**src/rtl/sig_compactor_pkg.sv**
```systemverilog
// Shared types and helpers for the output signature compactor.
package sig_compactor_pkg;

   // Helper functions work on fixed maximum widths. Callers zero-extend
   // their operands and truncate the result back to their own width.
   localparam int MAX_W  = 64;
   localparam int MAX_IN = 16;
   localparam int MAX_D  = MAX_W * MAX_IN;

   typedef enum logic {IDLE, SEND} state_t;

   // One Galois MISR shift. Bits at and above 'width' in the result are
   // don't-care; the caller keeps only the low 'width' bits.
   function automatic logic [MAX_W-1:0] misr_step(input logic [MAX_W-1:0] m,
                                                  input logic [MAX_W-1:0] poly,
                                                  input int width);
      logic             msb;
      logic [MAX_W-1:0] r;
      msb = |((m >> (width - 1)) & MAX_W'(1));
      r   = m << 1;
      if (msb) r = r ^ poly;
      return r;
   endfunction

   // XOR of the first num_in words of 'width' bits each. The low 'width'
   // bits of the result are the fold; anything above is don't-care.
   function automatic logic [MAX_W-1:0] fold_words(input logic [MAX_D-1:0] data,
                                                   input int num_in,
                                                   input int width);
      logic [MAX_W-1:0] acc;
      acc = '0;
      for (int k = 0; k < MAX_IN; k++)
         if (k < num_in) acc = acc ^ MAX_W'(data >> (k * width));
      return acc;
   endfunction

endpackage

```
**src/rtl/misr_core.sv**
```systemverilog
// MISR register: folds one word per enabled cycle and reloads the seed
// at each window boundary.
module misr_core
   import sig_compactor_pkg::*;
#(
   parameter int               WIDTH = 32,
   parameter logic [WIDTH-1:0] POLY  = 32'h04C11DB7,
   parameter logic [WIDTH-1:0] SEED  = 32'hFFFFFFFF
) (
   input  logic             clk_i,
   input  logic             rst_ni,
   input  logic             en_i,
   input  logic             clr_i,
   input  logic [WIDTH-1:0] fold_i,
   output logic [WIDTH-1:0] misr_nxt_o
);

   logic [WIDTH-1:0] misr_q, misr_d;

   assign misr_nxt_o = WIDTH'(misr_step(MAX_W'(misr_q), MAX_W'(POLY), WIDTH)) ^ fold_i;

   // Clear wins over advance so a window-end cycle restarts from the seed.
   always_comb begin
      misr_d = misr_q;
      if (en_i) misr_d = clr_i ? SEED : misr_nxt_o;
   end

   // MISR state register.
   always_ff @(posedge clk_i or negedge rst_ni)
      if (!rst_ni) misr_q <= SEED;
      else         misr_q <= misr_d;

endmodule

```
**src/rtl/output_signature_compactor.sv**
```systemverilog
// Compacts wide observed outputs into a MISR signature per window and
// streams each signature LSB slice first over a narrow valid/ready port.
module output_signature_compactor
   import sig_compactor_pkg::*;
#(
   parameter int               WIDTH  = 32,
   parameter int               NUM_IN = 8,
   parameter int               WINDOW = 1024,
   parameter int               OUT_W  = 8,
   parameter logic [WIDTH-1:0] POLY   = 32'h04C11DB7,
   parameter logic [WIDTH-1:0] SEED   = 32'hFFFFFFFF
) (
   input  logic                    clk,
   input  logic                    reset,
   input  logic [NUM_IN*WIDTH-1:0] in_data,
   input  logic                    in_valid,
   output logic [OUT_W-1:0]        sig_out,
   output logic                    sig_valid,
   input  logic                    sig_ready,
   output logic                    sig_last,
   output logic                    overrun
);

   localparam int BEATS  = WIDTH / OUT_W;
   localparam int BEAT_W = (BEATS > 1) ? $clog2(BEATS) : 1;
   localparam int CNT_W  = $clog2(WINDOW);

   logic [CNT_W-1:0]  win_cnt_q;
   logic [WIDTH-1:0]  fold, snap;
   logic              win_end, retire, last_ret;

   state_t            state_q;
   logic [WIDTH-1:0]  shift_q;
   logic [BEAT_W-1:0] beat_q;
   logic              sig_valid_q, sig_last_q, overrun_q;

   // NUM_IN*WIDTH must fit in MAX_D bits of the fold helper.
   assign fold     = WIDTH'(fold_words(MAX_D'(in_data), NUM_IN, WIDTH));
   assign win_end  = in_valid && (win_cnt_q == CNT_W'(WINDOW - 1));
   assign retire   = sig_valid_q && sig_ready;
   assign last_ret = retire && sig_last_q;

   misr_core #(.WIDTH(WIDTH), .POLY(POLY), .SEED(SEED)) u_misr (
      .clk_i      (clk),
      .rst_ni     (reset),
      .en_i       (in_valid),
      .clr_i      (win_end),
      .fold_i     (fold),
      .misr_nxt_o (snap)
   );

   // Window counter advances only on compacted cycles.
   always_ff @(posedge clk or negedge reset)
      if (!reset)        win_cnt_q <= '0;
      else if (win_end)  win_cnt_q <= '0;
      else if (in_valid) win_cnt_q <= win_cnt_q + CNT_W'(1);

   // Serializer: takes a snapshot when free or when the last beat retires
   // in the same cycle, otherwise drops it and flags overrun.
   always_ff @(posedge clk or negedge reset)
      if (!reset) begin
         state_q     <= IDLE;
         shift_q     <= '0;
         beat_q      <= '0;
         sig_valid_q <= 1'b0;
         sig_last_q  <= 1'b0;
         overrun_q   <= 1'b0;
      end else begin
         case (state_q)
            IDLE: if (win_end) begin
               state_q     <= SEND;
               shift_q     <= snap;
               beat_q      <= '0;
               sig_valid_q <= 1'b1;
               sig_last_q  <= (BEATS == 1);
            end
            SEND: begin
               if (win_end && !last_ret) overrun_q <= 1'b1;
               if (win_end && last_ret) begin
                  shift_q    <= snap;
                  beat_q     <= '0;
                  sig_last_q <= (BEATS == 1);
               end else if (last_ret) begin
                  state_q     <= IDLE;
                  shift_q     <= '0;
                  beat_q      <= '0;
                  sig_valid_q <= 1'b0;
                  sig_last_q  <= 1'b0;
               end else if (retire) begin
                  shift_q    <= shift_q >> OUT_W;
                  beat_q     <= beat_q + BEAT_W'(1);
                  sig_last_q <= (beat_q == BEAT_W'(BEATS - 2));
               end
            end
            default: state_q <= IDLE;
         endcase
      end

   assign sig_out   = shift_q[OUT_W-1:0];
   assign sig_valid = sig_valid_q;
   assign sig_last  = sig_last_q;
   assign overrun   = overrun_q;

endmodule

```
**config.mk**
```make
export PLATFORM = sky130hd
export DESIGN_NAME = output_signature_compactor
export DESIGN_NICKNAME = d
export VERILOG_FILES = /design/src/rtl/sig_compactor_pkg.sv /design/src/rtl/misr_core.sv /design/src/rtl/output_signature_compactor.sv
export SDC_FILE = /design/constraint.sdc
export NUM_CORES = 1
export LEC_CHECK = 0
export BUFFER_PORTS_ARGS = -buffer_cell sky130_fd_sc_hd__clkbuf_2
export CORE_UTILIZATION = 52
export DETAILED_ROUTE_END_ITERATION = 10
export PLACE_DENSITY_LB_ADDON = 0.08
export SYNTH_ARGS = -nofsm -noshare
export SYNTH_HDL_FRONTEND = slang
export SYNTH_SLANG_ARGS = --single-unit
export TNS_END_PERCENT = 10
```
**constraint.sdc**
```tcl
create_clock -name clk -period 3.7 [get_ports clk]
set_input_delay 0.185 -clock clk [delete_from_list [all_inputs] [get_ports clk]]
set_output_delay 0.185 -clock clk [all_outputs]
set_load 0.02 [all_outputs]
```
==> run_results.csv <==
group,metric,value,unit
floorplan,start_util,54.4,%
clocking,cts_buffers,9,
sta,timing.hold.ws,0.0180,ns
setup_path,arrival,2.91,ns
floorplan,die_x,109,um
placement,place.detailed.hpwl,10400,um
setup_path,cp.required,3.96,ns
clocking,cts_buffer_depth,2,
floorplan,coreArea,11000,um2
power,comb_power_share,49.1,%
routing,ant_nets,0,
power,switchingPower,1.52,mW
setup_path,cp-start-kind,"flop",
synthesis,syn_area,6000,um2
clocking,cts_sinks,80,
setup_path,crit_type,"reg -> reg",
power,max-vdd-ir-drop,0.330,mV
sta,timing.fmax,378,MHz
sta,final-setup-viol-count,0,
sta,fin_crit,2.65,ns
power,clkPwrFrac,18.0,%
sta,relSlewSlack,35.1,%
synthesis,synth_top_area_cell,"xnor2_1",
power,p_leak,3.73,nW
setup_path,cp_cell_sequence,"ha_1 > and4_1 > nand4_4 > o21ai_4 > a221oi_1 > nor2_1",
placement,portBuffers,270,
setup_path,cp-end-kind,"flop",
finish,final_util,69.2,%
setup_path,cp_slowest_cell,"o21ai_4",
sta,setup-tns-final,0,ns
floorplan,dieArea,12000,um2
clocking,ctsHoldBuffers,0,
placement,place_ws,1.12,ns
setup_path,crit_path_max_incr_delay,0.80,ns
synthesis,synth.distinct_cells,38,
power,p_seq_share,32.9,%
clocking,cts_tree,"yes",
clocking,cts_resized,0,
sta,fin_skew,0.00832,ns
power,totalPowerFinal,4.41,mW
synthesis,synth_cells,552,
finish,nFillCells,875,
clocking,clock_latency,0.34,ns
clocking,htree_levels,3,
floorplan,io_pins,271,
global_route,use_met3,3.20,%
finish,drive_above_1_share,41.4,%
finish,antenna_cells,0,
global_route,grtUsageMet1,25.5,%
global_route,gr-total-overflow,0,
routing,viasPerCell,5.01,
routing,drtIter0Drc,161,
routing,drt_pass1_iterations,4,
sta,hold_viol,0,
routing,wl_per_cell,13.9,um
routing,num_vias,4768,
clocking,cts_root_buf,"clkbuf_16",
routing,wl,13200,um
finish,mostFrequentLayoutCell,"clkbuf_2",
global_route,grt.busiest_layer,"met2",
synthesis,yosysSeqAreaShare,34.0,%
global_route,grt_pass1_vias,4638,
global_route,met2_usage,43.0,%
global_route,grt.total_usage,22.5,%
synthesis,syn_nets,814,
setup_path,path_max_fanout,24,
sta,drv_slew,0,
clocking,clk_pin_slew_worst_paths,0.06,ns
sta,worstMarginPinSlew,0.974,ns
flow_run,drv_cap,0,
floorplan,placementRows,38,
power,p_int,2.89,mW
routing,drc,0,
synthesis,ys_ff_latch,80,
finish,fin_area,7640,um2
global_route,grt_pass1_wl,20700,um
synthesis,syn_avg_cell_area,10.9,um2
finish,final_cells,951,
worst_hold_path,min_path_type,"in -> async",
synthesis,synth_area_leaders,"xnor2_1 29%, dfrtp_1 20%, dfstp_2 14%",
clocking,post_cts_buffers,0,
global_route,antenna_found_initial,0,
synthesis,yosysWarnings,0,
floorplan,die_h,109,um
sta,grt_setup_unrepaired,"no",
placement,dp.cells,935,
sta,min_period_over_period,71.5,%
global_route,grt_max_degree,81,
placement,place_congestion,0.736,
synthesis,netlist.area_leader.share,28.7,%
setup_path,cp_num_buf_inv,0,
power,power-per-cell-area,578,nW/um2
finish,final_cell_mix,"269 x clkbuf_2, 197 x xnor2_1, 48 x dfrtp_1",
setup_path,crit_family,"compound AO/OA/AOI/OAI gates",
power,swShare,34.5,%
sta,timing.final.ws_setup,1.05,ns
finish,syn2layout_area_growth,27.2,%
finish,final_nets,1068,
outcome,status,"finished clean",
placement,placedInstanceArea,7370,um2
layer usage:
layer | vias to the layer above | routed length (um)
met5 | - | 0
met2 | 181 | 7020
met1 | 2220 | 5180
met3 | 15 | 782
met4 | 0 | 191
li1 | 2352 | -
synth_stat cells, drive strengths merged:
cell type / number
o21a: 1
buf: 24
o22a: 20
nand2b: 1
a21oi: 26
nor2b: 1
a21o: 1
or2: 1
dfrtp: 48
a22o: 8
xor2: 30
ha: 2
and3: 1
o31ai: 2
nor2: 42
xnor3: 24
a221oi: 13
nand4: 3
nand3: 8
inv: 2
and2: 1
dfstp: 32
mux2: 1
clkbuf: 5
nor3: 1
nand2: 33
or4b: 1
o21ai: 8
xnor2: 197
mux2i: 13
and4: 2
layout make-up:
class                           count  area, um2  area share, %
Sequential cell                    80       2040           26.7
Timing Repair Buffer              272       1370           17.9
Inverter                            2       7.51         0.0983
Tap cell                          140        175           2.29
Clock buffer                       12        236           3.10
Multi-Input combinational cell    441       3770           49.4
Clock inverter                      4       31.3          0.410
state kept, by name (all words and copies together) (netlist names):
name,flops
shift_q,32
u_misr.misr_q,32
win_cnt_q,10
beat_q,2
overrun,1
sig_last,1
sig_valid,1
state_q,1
kinds of logic (layout without fill, tap and decap cells):
logic type / Yosys count / in the layout / synth area share [%]
AO/OA/AOI/OAI: 79 / 79 / 11.0
XOR/XNOR: 251 / 251 / 42.1
adder cells (fa/ha/maj): 2 / 2 / 0.417
buffers and inverters: 31 / 290 / 3.13
flip-flops: 80 / 80 / 34.0
multiplexers: 14 / 14 / 2.35
AND/OR/NAND/NOR: 95 / 95 / 7.02
power by group through the flow:
stage	clock [mW]	combinational (mW)	sequential, mW
floorplan	0	1.75	1.36
global placement	0	2.14	1.46
detailed placement	0	2.19	1.46
CTS	0.808	2.20	1.45
global route	0.841	2.37	1.49
finish	0.794	2.17	1.45
worst paths after layout:
path | slack (ns) | depth (start not counted) | end | from
min in group clk | 0.22 | 4 | sig_valid | sig_ready
min reg2reg | 0.48 | 1 | overrun | overrun
max reg2reg | 1.05 | 6 | shift_q[0] | win_cnt_q[0]
min | 0.02 | 1 | shift_q[24] | reset
max in group asynchronous | 3.07 | 1 | sig_last | reset
max | 1.05 | 6 | shift_q[0] | win_cnt_q[0]
Power figures use the tool's default switching activity.
